$ cat src/rtl/nbit_mosi_spi_fifo.sv
`default_nettype none
// ============================================================================
// Module      : nbit_mosi_spi_fifo
// Description : FIFO-fed MOSI-only SPI transmitter (SSD1331 command/data path)
//               with CS/DC framing, selectable bit order and CS idle gap.
//               Optional occupancy port o_LEVEL under NBIT_MOSI_SPI_LEVEL_EN.
// Revision    : 1.0 - initial release
// ============================================================================
module nbit_mosi_spi_fifo #(
    parameter int WIDTH     = 8,
    parameter int DEPTH     = 4,
    parameter int LSB_FIRST = 0,
    parameter int CS_GAP    = 0
) (
    input  logic             i_SCK,
    input  logic             i_RST,
    input  logic [WIDTH-1:0] i_DATA,
    input  logic             i_DC,
    input  logic             i_VALID,
    output logic             o_READY,
    output logic             o_MOSI,
    output logic             o_CS,
    output logic             o_DC,
    output logic             o_WORD_DONE,
    output logic             o_BUSY
`ifdef NBIT_MOSI_SPI_LEVEL_EN
    ,
    output logic [$clog2(DEPTH+1)-1:0] o_LEVEL
`endif
);

    localparam int c_PTR_W = $clog2(DEPTH);
    localparam int c_LVL_W = $clog2(DEPTH + 1);
    localparam int c_CNT_W = $clog2(WIDTH + 1);
    localparam int c_GAP_W = (CS_GAP > 0) ? $clog2(CS_GAP + 1) : 1;

    localparam logic [c_LVL_W-1:0] c_DEPTH = c_LVL_W'(DEPTH);
    localparam logic [c_CNT_W-1:0] c_WIDTH = c_CNT_W'(WIDTH);
    localparam logic [c_CNT_W-1:0] c_LAST  = c_CNT_W'(WIDTH - 1);
    localparam logic [c_GAP_W-1:0] c_GAP   = c_GAP_W'(CS_GAP);

    localparam logic [1:0] S_IDLE  = 2'd0;
    localparam logic [1:0] S_SHIFT = 2'd1;
    localparam logic [1:0] S_GAP   = 2'd2;

    // FIFO storage is not reset; pointers and level define its contents.
    logic [WIDTH:0]         mem_q [DEPTH];
    logic [c_PTR_W-1:0]     wr_ptr_q, wr_ptr_d;
    logic [c_PTR_W-1:0]     rd_ptr_q, rd_ptr_d;
    logic [c_LVL_W-1:0]     level_q, level_d;

    logic [1:0]             state_q, state_d;
    logic [WIDTH-1:0]       shreg_q, shreg_d;
    logic [c_CNT_W-1:0]     cnt_q, cnt_d;
    logic [c_GAP_W-1:0]     gap_q, gap_d;
    logic                   mosi_q, mosi_d;
    logic                   cs_q, cs_d;
    logic                   dc_q, dc_d;
    logic                   done_q, done_d;

    logic                   w_full;
    logic                   w_empty;
    logic                   w_push;
    logic                   w_pop;
    logic                   w_load;
    logic [WIDTH:0]         w_head;
    logic                   w_first_bit;
    logic [WIDTH-1:0]       w_first_rest;
    logic                   w_next_bit;
    logic [WIDTH-1:0]       w_next_rest;

    assign w_full  = (level_q == c_DEPTH);
    assign w_empty = (level_q == '0);
    assign w_push  = i_VALID && !w_full;
    assign w_head  = mem_q[rd_ptr_q];

    // The shift register holds the bits not yet driven, aligned so the next
    // one is always at the outgoing end.
    generate
        if (LSB_FIRST != 0) begin : g_lsb_first
            assign w_first_bit  = w_head[0];
            assign w_first_rest = {1'b0, w_head[WIDTH-1:1]};
            assign w_next_bit   = shreg_q[0];
            assign w_next_rest  = {1'b0, shreg_q[WIDTH-1:1]};
        end else begin : g_msb_first
            assign w_first_bit  = w_head[WIDTH-1];
            assign w_first_rest = {w_head[WIDTH-2:0], 1'b0};
            assign w_next_bit   = shreg_q[WIDTH-1];
            assign w_next_rest  = {shreg_q[WIDTH-2:0], 1'b0};
        end
    endgenerate

    always_comb begin
        state_d = state_q;
        shreg_d = shreg_q;
        cnt_d   = cnt_q;
        gap_d   = gap_q;
        mosi_d  = mosi_q;
        cs_d    = cs_q;
        dc_d    = dc_q;
        done_d  = 1'b0;
        w_load  = 1'b0;

        case (state_q)
            S_IDLE: begin
                cs_d   = 1'b1;
                mosi_d = 1'b0;
                w_load = !w_empty;
            end
            S_SHIFT: begin
                if (cnt_q != c_WIDTH) begin
                    mosi_d  = w_next_bit;
                    shreg_d = w_next_rest;
                    cnt_d   = cnt_q + c_CNT_W'(1);
                    done_d  = (cnt_q == c_LAST);
                end else if (!w_empty && (CS_GAP == 0)) begin
                    w_load = 1'b1;
                end else if (!w_empty) begin
                    cs_d    = 1'b1;
                    mosi_d  = 1'b0;
                    gap_d   = c_GAP_W'(1);
                    state_d = S_GAP;
                end else begin
                    cs_d    = 1'b1;
                    mosi_d  = 1'b0;
                    state_d = S_IDLE;
                end
            end
            S_GAP: begin
                cs_d   = 1'b1;
                mosi_d = 1'b0;
                if (gap_q == c_GAP) begin
                    if (!w_empty) begin
                        w_load = 1'b1;
                    end else begin
                        state_d = S_IDLE;
                    end
                end else begin
                    gap_d = gap_q + c_GAP_W'(1);
                end
            end
            default: begin
                cs_d    = 1'b1;
                mosi_d  = 1'b0;
                state_d = S_IDLE;
            end
        endcase

        // Shared load action: pop the head entry and drive its first bit now.
        if (w_load) begin
            mosi_d  = w_first_bit;
            shreg_d = w_first_rest;
            cs_d    = 1'b0;
            dc_d    = w_head[WIDTH];
            cnt_d   = c_CNT_W'(1);
            state_d = S_SHIFT;
        end
    end

    assign w_pop = w_load;

    always_comb begin
        wr_ptr_d = wr_ptr_q;
        rd_ptr_d = rd_ptr_q;
        level_d  = level_q;
        if (w_push) begin
            wr_ptr_d = wr_ptr_q + c_PTR_W'(1);
        end
        if (w_pop) begin
            rd_ptr_d = rd_ptr_q + c_PTR_W'(1);
        end
        case ({w_push, w_pop})
            2'b10:   level_d = level_q + c_LVL_W'(1);
            2'b01:   level_d = level_q - c_LVL_W'(1);
            default: level_d = level_q;
        endcase
    end

    always_ff @(negedge i_SCK) begin
        if (!i_RST && w_push) begin
            mem_q[wr_ptr_q] <= {i_DC, i_DATA};
        end
    end

    always_ff @(negedge i_SCK) begin
        if (i_RST) begin
            wr_ptr_q <= '0;
            rd_ptr_q <= '0;
            level_q  <= '0;
            state_q  <= S_IDLE;
            shreg_q  <= '0;
            cnt_q    <= '0;
            gap_q    <= '0;
            mosi_q   <= 1'b0;
            cs_q     <= 1'b1;
            dc_q     <= 1'b0;
            done_q   <= 1'b0;
        end else begin
            wr_ptr_q <= wr_ptr_d;
            rd_ptr_q <= rd_ptr_d;
            level_q  <= level_d;
            state_q  <= state_d;
            shreg_q  <= shreg_d;
            cnt_q    <= cnt_d;
            gap_q    <= gap_d;
            mosi_q   <= mosi_d;
            cs_q     <= cs_d;
            dc_q     <= dc_d;
            done_q   <= done_d;
        end
    end

    assign o_READY     = !w_full;
    assign o_MOSI      = mosi_q;
    assign o_CS        = cs_q;
    assign o_DC        = dc_q;
    assign o_WORD_DONE = done_q;
    assign o_BUSY      = !w_empty || (state_q != S_IDLE);

`ifdef NBIT_MOSI_SPI_LEVEL_EN
    assign o_LEVEL = level_q;
`endif

endmodule
`default_nettype wire
$ cat config.mk
export PLATFORM = sky130hd
export DESIGN_NAME = nbit_mosi_spi_fifo
export DESIGN_NICKNAME = d
export VERILOG_FILES = /design/src/rtl/nbit_mosi_spi_fifo.sv
export SDC_FILE = /design/constraint.sdc
export NUM_CORES = 1
export LEC_CHECK = 0
export CAP_MARGIN = 0
export CORE_MARGIN = 2
export CORE_UTILIZATION = 52
export DETAILED_ROUTE_END_ITERATION = 7
export PLACE_DENSITY_LB_ADDON = 0.05
export SETUP_SLACK_MARGIN = 0.4
export SYNTH_ARGS = -nofsm -noshare
export SYNTH_HDL_FRONTEND = slang
export SYNTH_SLANG_ARGS = --single-unit
$ cat constraint.sdc
create_clock -name i_SCK -period 2 [get_ports i_SCK]
set_clock_uncertainty 0.05 [all_clocks]
set_input_delay 0.4 -clock i_SCK [delete_from_list [all_inputs] [get_ports i_SCK]]
set_output_delay 0.4 -clock i_SCK [all_outputs]
set_load 0.05 [all_outputs]
# Word-level counts from Yosys, hierarchy flattened
# Memories as Yosys holds them, arrays and structs flattened. A register that Yosys moved wholly into a read port is not among the register bits.
# Cells that the tools add are included.
# totals
reg_bits	25
mem_bits_rw	36
output_inout_bits	6
memories	1
# classes
add_sub_neg	6
eq_ne	14
n_mux	29
bitwise_logic	3
reduce_logical	19
# mem_list
name	words	width	read_ports	rd_clocked_by_memory_dff	write_ports	line_no	text
mem_q	4	9	1	1	1	47	logic [WIDTH:0] mem_q [DEPTH];
# ops
operator	count
8-bit two-way mux	3
1-bit two-way mux	18
2-bit two-way mux	5
3-bit != test, second input constant	3
4-bit != test, second input constant	2
2-bit nonzero test	4
2-bit != test, second input constant	3
2-bit case mux with 3 select lines	1
3-bit case mux with 2 select lines	1
2-bit AND reduction	3
3-bit AND reduction	2
2-bit by 1-bit adder with 2-bit output, second input constant	2
4-bit by 1-bit adder with 4-bit output, second input constant	1
2-bit by 1-bit equality test with 1-bit output, second input constant	2
2-bit equality test, second input constant	2
4-bit by 3-bit equality test with 1-bit output, second input constant	1
3-bit by 1-bit adder with 3-bit output, second input constant	1
3-bit equality test, second input constant	1
1-bit zero test	3
3-bit zero test	1
1-bit NOT	3
1-bit case mux with 3 select lines	1
3-bit OR reduction	1
3-bit by 1-bit subtractor with 3-bit output, second input constant	1
5 further kinds	6

# Logic depth before layout (Yosys ltp)
# depth
word_depth	6
ltp_mapped	9
mapped_depth_nobuf	9

==> impl_metrics.yaml <==
outcome:
  status: "finished with violations"
  violations: "setup timing"
floorplan:
  core_area_mm2: 0.00479
  start_util: 0.544
  die_w_um: 74.8
  ios: 18
  num_rows: 25
  fp.dieH_um: 74.8
  dieArea_mm2: 0.00559
drt:
  drt_iter0_drc: 161
  viasPerCell: 5.48
  avgRoutedWirePerCell_um: 17.9
  drt-total-wl_mm: 6.66
  drc: 0
  ant_nets: 0
  vias: 2039
  dr.pass1.iters: 4
sta:
  hold_slack_ns: 0.455
  setup_tns_ns: -9.06
  setup_violations: 44
  worst_pin_slew_ns: 0.500
  drv_slew: 0
  hold_viol_final: 0
  setup_ws_ns: -0.702
  slew-limit-headroom: 0.667
  rsz0062_at_grt: "yes"
synth:
  ys_async_sr_fraction: 0
  yosys_register_bits: 61
  synth_edf_count: 36
  synth_area_leaders: "edfxtp_1, dfxtp_1, mux4_2"
  seq_area_frac_synth: 0.607
  synth_fp_nets: 208
  synth_top_area_cell: "edfxtp_1"
  yosys_warnings: 0
  syn_area_per_cell_um2: 13.8
  synth_top_area_frac: 0.415
  synth_ff_type: "edfxtp_1"
  synthTopCellsByCount: "edfxtp_1, dfxtp_1, a21oi_1"
  synth_cell_types: 41
  syn_inst: 188
  yosysMostFrequentCell: "edfxtp_1"
  mappedNetlistArea_mm2: 0.00260
worst_setup_path:
  path_max_fanout: 4
  start_kind: "register"
  worstPathArrival_ns: 2.25
  crit_type: "register to output pin"
  end_kind: "output pin"
  required_ns: 1.55
  r2r_cells: 8
clocking:
  clock_path_buffers: 2
  clkSinkCount: 61
  cts.reportedPaths.clkPinSlew_ns: 0.05
  cts_hold_buf: 0
  numCtsBuffers: 9
  clk_latency_ns: 0.40
  cts.htree.levels: 3
  cts_tree: "done"
  cts-root-buf: "clkbuf_8"
min_path:
  hold_depth: 2
  hp-class: "register to register"
grt:
  grt_pass1_vias: 2305
  grt_pass1_wl_mm: 10.3
  grt_max_degree: 17
  gr-usage-all-layers: 0.259
  met3_usage: 0.0977
  antenna_found_initial: 0
  use_met2: 0.438
  busiest_layer: "met2"
  overflow: 0
  grt_util_met1: 0.279
power_and_ir_drop:
  combPwrFrac: 0.414
  power_density_mw_per_mm2: 1450
  p_switching_mw: 2.29
  finalPower_mw: 5.77
  p_clk_frac: 0.274
  leakagePower_nw: 1.65
  p_int_mw: 3.48
  seqPwrFrac: 0.313
  ir_worst_vdd_mv: 1.05
  switching_share: 0.398
finish:
  utilization: 0.832
  area_growth_pct: 53.0
  nNetsFinal: 321
  regArea_mm2: 0.00160
  stdcell_count: 372
  multi_input_area_mm2: 0.00130
  drive_above_1_share: 0.410
  n_fill_cell: 245
  num_antenna_cells: 0
  fin_area_mm2: 0.00398
placed_design:
  dp_slack_ns: -1.28
  post_dp_cell_area_mm2: 0.00314
  dp_hpwl_mm: 3.47
  gp_congestion: 0.817
  io_buffers: 17
  dp.cells: 282
flow_run:
  maxCapViolCount: 0
-- repair_timing --
| item | 4_1_cts | 5_1_grt |
|---|---|---|
| resized for setup | 75 | 20 |
| setup endpoints to repair | 103 | 67 |
| hold endpoints to repair | 0 | 0 |
| cloned | 4 | 0 |
| pin swaps | 13 | 4 |
| buffers inserted | 9 | 2 |
-- cell usage in the layout (no fill, tap or decap), drive strengths merged, types with 2 or more instances in the layout --
cell type	netlist	final
inv	10	73
buf	8	40
edfxtp	36	36
dfxtp	25	25
a21oi	14	14
mux4	9	9
clkbuf	3	9
nand2	9	9
and2	4	8
nand3	8	8
nor2	8	8
o31ai	7	7
clkdlybuf4s15	0	7
ha	7	7
a22oi	6	6
nor3	3	3
o211ai	3	3
mux2	3	3
or3	3	3
o21ai	3	3
nand4b	2	2
nor2b	2	2
a31oi	2	2
mux2i	2	2
dlygate4sd2	0	2
nand3b	2	2
-- logic make-up (layout without fill, tap and decap cells) --
family / count (synthesis) / in the layout / synth area share
AOI/OAI and AO/OA: 38 / 38 / 0.101
xor gates and xnor gates: 2 / 2 / 0.00673
adders and majority gates: 8 / 8 / 0.0413
buffers and inverters: 21 / 134 / 0.0471
DFF: 61 / 61 / 0.607
muxes: 14 / 14 / 0.0985
and+or+nand+nor: 44 / 48 / 0.0980
-- flip-flops by register name, indices dropped and copies added, names as in the netlist, named ones only --
register and count:
mem_q 36, shreg_q 7, cnt_q 4, level_q 3, rd_ptr_q 2, wr_ptr_q 2, o_CS 1, o_DC 1
o_MOSI 1, o_WORD_DONE 1, state_q 1
-- path summary, 6_finish.rpt --
kind                   start         end  slack, ns
hold / removal    shreg_q[7]      o_MOSI       0.45
hold reg to reg   shreg_q[7]      o_MOSI       0.45
setup reg to reg  level_q[2]  level_q[2]      -0.23
setup / recovery  level_q[2]      o_BUSY      -0.70
-- worst max-delay path, stage by stage, from the launching register on --
cell and delay, ns:
dfxtp_2 0.34, nor3_4 0.29, nand2_8 0.08, buf_12 0.15
-- power by group through the flow --
stage / Clock [mW] / Sequential (mW) / Combinational [mW]
after floorplan: 0.186 / 1.81 / 1.35
after global placement: 0.186 / 1.75 / 1.94
after detailed placement: 0.186 / 1.77 / 2.02
after CTS: 1.56 / 1.78 / 2.25
after global routing: 1.75 / 1.82 / 2.54
final: 1.58 / 1.81 / 2.39
-- routing by layer --
layer  up-vias  wire [µm]
met5         -          0
met4         0        114
met3        15        344
met2        71       3700
met1      1009       2500
li1        944          -
-- layout make-up --
cell class	count	share of cell area
multi-input cells	110	0.325
well taps	67	0.0210
clock buffers	9	0.0311
clock inverters	67	0.0726
flip-flops and latches	61	0.402
repair buffers	49	0.135
inverters	9	0.0129
Note: power is estimated with default switching activity, not from simulation.
==> edit, RTL diff (same settings) <==
Change the parameter `WIDTH` from 8 to 32.
--- a/src/rtl/nbit_mosi_spi_fifo.sv
+++ b/src/rtl/nbit_mosi_spi_fifo.sv
@@ -7,7 +7,7 @@
 // Revision    : 1.0 - initial release
 // ============================================================================
 module nbit_mosi_spi_fifo #(
-    parameter int WIDTH     = 8,
+    parameter int WIDTH     = 32,
     parameter int DEPTH     = 4,
     parameter int LSB_FIRST = 0,
     parameter int CS_GAP    = 0
Interface: changed (resized i_DATA); port bits go from 18 to 42. The function was not compared with the original's and may differ.
==> edit against the original RTL <==
- the flow still finishes with violations (setup timing)
- power rose to 2.9 times the old value
- wire length rose to 3.3 times the old value
- global-route usage up 1.7 points
- non-clock buffer count rose by 114
- area after synthesis rose to 2.7 times the old value
- setup slack got worse by 130 ps
- sequential cell count is 122 higher
- final cell count rose to 2.6 times the old value
- design area rose to 2.9 times the old value
- highest routed layer unchanged
==> edit: results (changes against the original RTL) <==
worst-path maximum fanout=3 (-1); Compound-Gate Fraction of Synth Area=0.0873 (-0.0136); Post-Syn Instances=446 (+140%); largest net degree at the start of global routing=20 (+3); Largest regs=mem_q x132, shreg_q x31, cnt_q x6; hpwl dp=9.05 mm (+160%); top post-synthesis cells by area=edfxtp_1 55%, dfxtp_1 14%, mux4_2 10%; IO buf count=41 (+24); Worst VDD drop=0.795 mV (-24%); vias per inst=5.61 (+2.3%); register area share after synthesis=0.697 (+0.0896); clk_lat worst skew=480 ps (+80 ps); wire length per cell=22.7 um (+27%); Post-Synth Adder-Cell Area=0.0150 (-0.0263); Worst Tran Pin Value=576 ps (+76.5 ps); outcome=finished, violations left; vias in the first global route=5896 (+160%); endpoints failing setup=142 (+220%); LEAKAGE=0.00480 uW (+190%); setup ws final=-832 ps (-130 ps); H-tree level count=4 (+1); internal power=10300 uW (+200%); Post-Route WL=21.9 mm (+230%); Post-Syn Nets=490 (+140%); violated checks=setup timing; setup tns final=-33790 ps (-24730 ps); first-pass GRT wire length=29.6 mm (+190%)
edit: per-layer routing:
| metal | GRT usage | routed length, um | share of wire | vias to the layer above |
|---|---|---|---|---|
| li1 | - | - | - | 2374 |
| met1 | 0.324 | 8440 | 0.39 | 2696 |
| met2 | 0.445 | 11300 | 0.51 | 286 |
| met3 | 0.102 | 1510 | 0.069 | 66 |
| met4 | 0.147 | 681 | 0.031 | 0 |
| met5 | 0 | 0 | 0 | - |
edit: cell type report:
type | instances | area share
timing repair buffer | 163 | 0.206
inverter | 6 | 0.00196
sequential | 183 | 0.436
clock inverter | 196 | 0.0702
multi-input combinational | 226 | 0.230
tap | 176 | 0.0192
clock buffer | 17 | 0.0370
edit: final timing paths:
check / start / to / slack (ps) / cells past startpoint
hold reg to reg: o_CS$_SDFFE_NP1P_ / o_CS$_SDFFE_NP1P_ / 430 / 2
setup / recovery: level_q[2]$_SDFFE_NP0P_ / o_READY / -830 / 2
setup reg to reg: level_q[2]$_SDFFE_NP0P_ / level_q[2]$_SDFFE_NP0P_ / -320 / 9
hold / removal: o_CS$_SDFFE_NP1P_ / o_CS$_SDFFE_NP1P_ / 430 / 2
edit: critical path: stages, from the launching register on:
cell	delay (ps)
dfxtp_2	360
or3b_4	400
buf_8	160
edit: repair_timing:
item                       CTS  global route
setup buffers               36            12
gates cloned                21             4
pin swaps                   21            47
gates resized for setup    180            65
setup endpoints to repair  315           185
edit: power groups by stage:
stage / Combinational, uW / Clock [uW] / Sequential [uW]
4_1_cts: 5670 / 4690 / 5150
3_3_place_gp: 4050 / 548 / 5050
2_1_floorplan: 2780 / 548 / 5100
3_5_place_dp: 4110 / 548 / 5080
5_1_grt: 7100 / 5340 / 5350
6_report: 6830 / 4860 / 5310
edit: logic make-up (layout without fill, tap and decap cells):
family | after synthesis | in the layout
xor+xnor | 7 | 7
flops | 183 | 183
fa+ha+maj | 8 | 8
simple gates | 99 | 99
mux | 35 | 35
buf+inv | 37 | 382
compound gates | 77 | 77
edit: per-stage QoR:
| stage | setup slack (ps) | power [uW] | hold WS (ps) | util |
|---|---|---|---|---|
| finish | -832 | 17000 | 433 | 0.861 |
| global route | -877 | 17800 | 459 | 0.861 |
| CTS | -821 | 15500 | 434 | 0.820 |
| detailed placement | -1290 | 9740 | 405 | 0.625 |
| global placement | -1270 | 9660 | 403 | 0.625 |
| floorplan | -595 | 8430 | 381 | - |
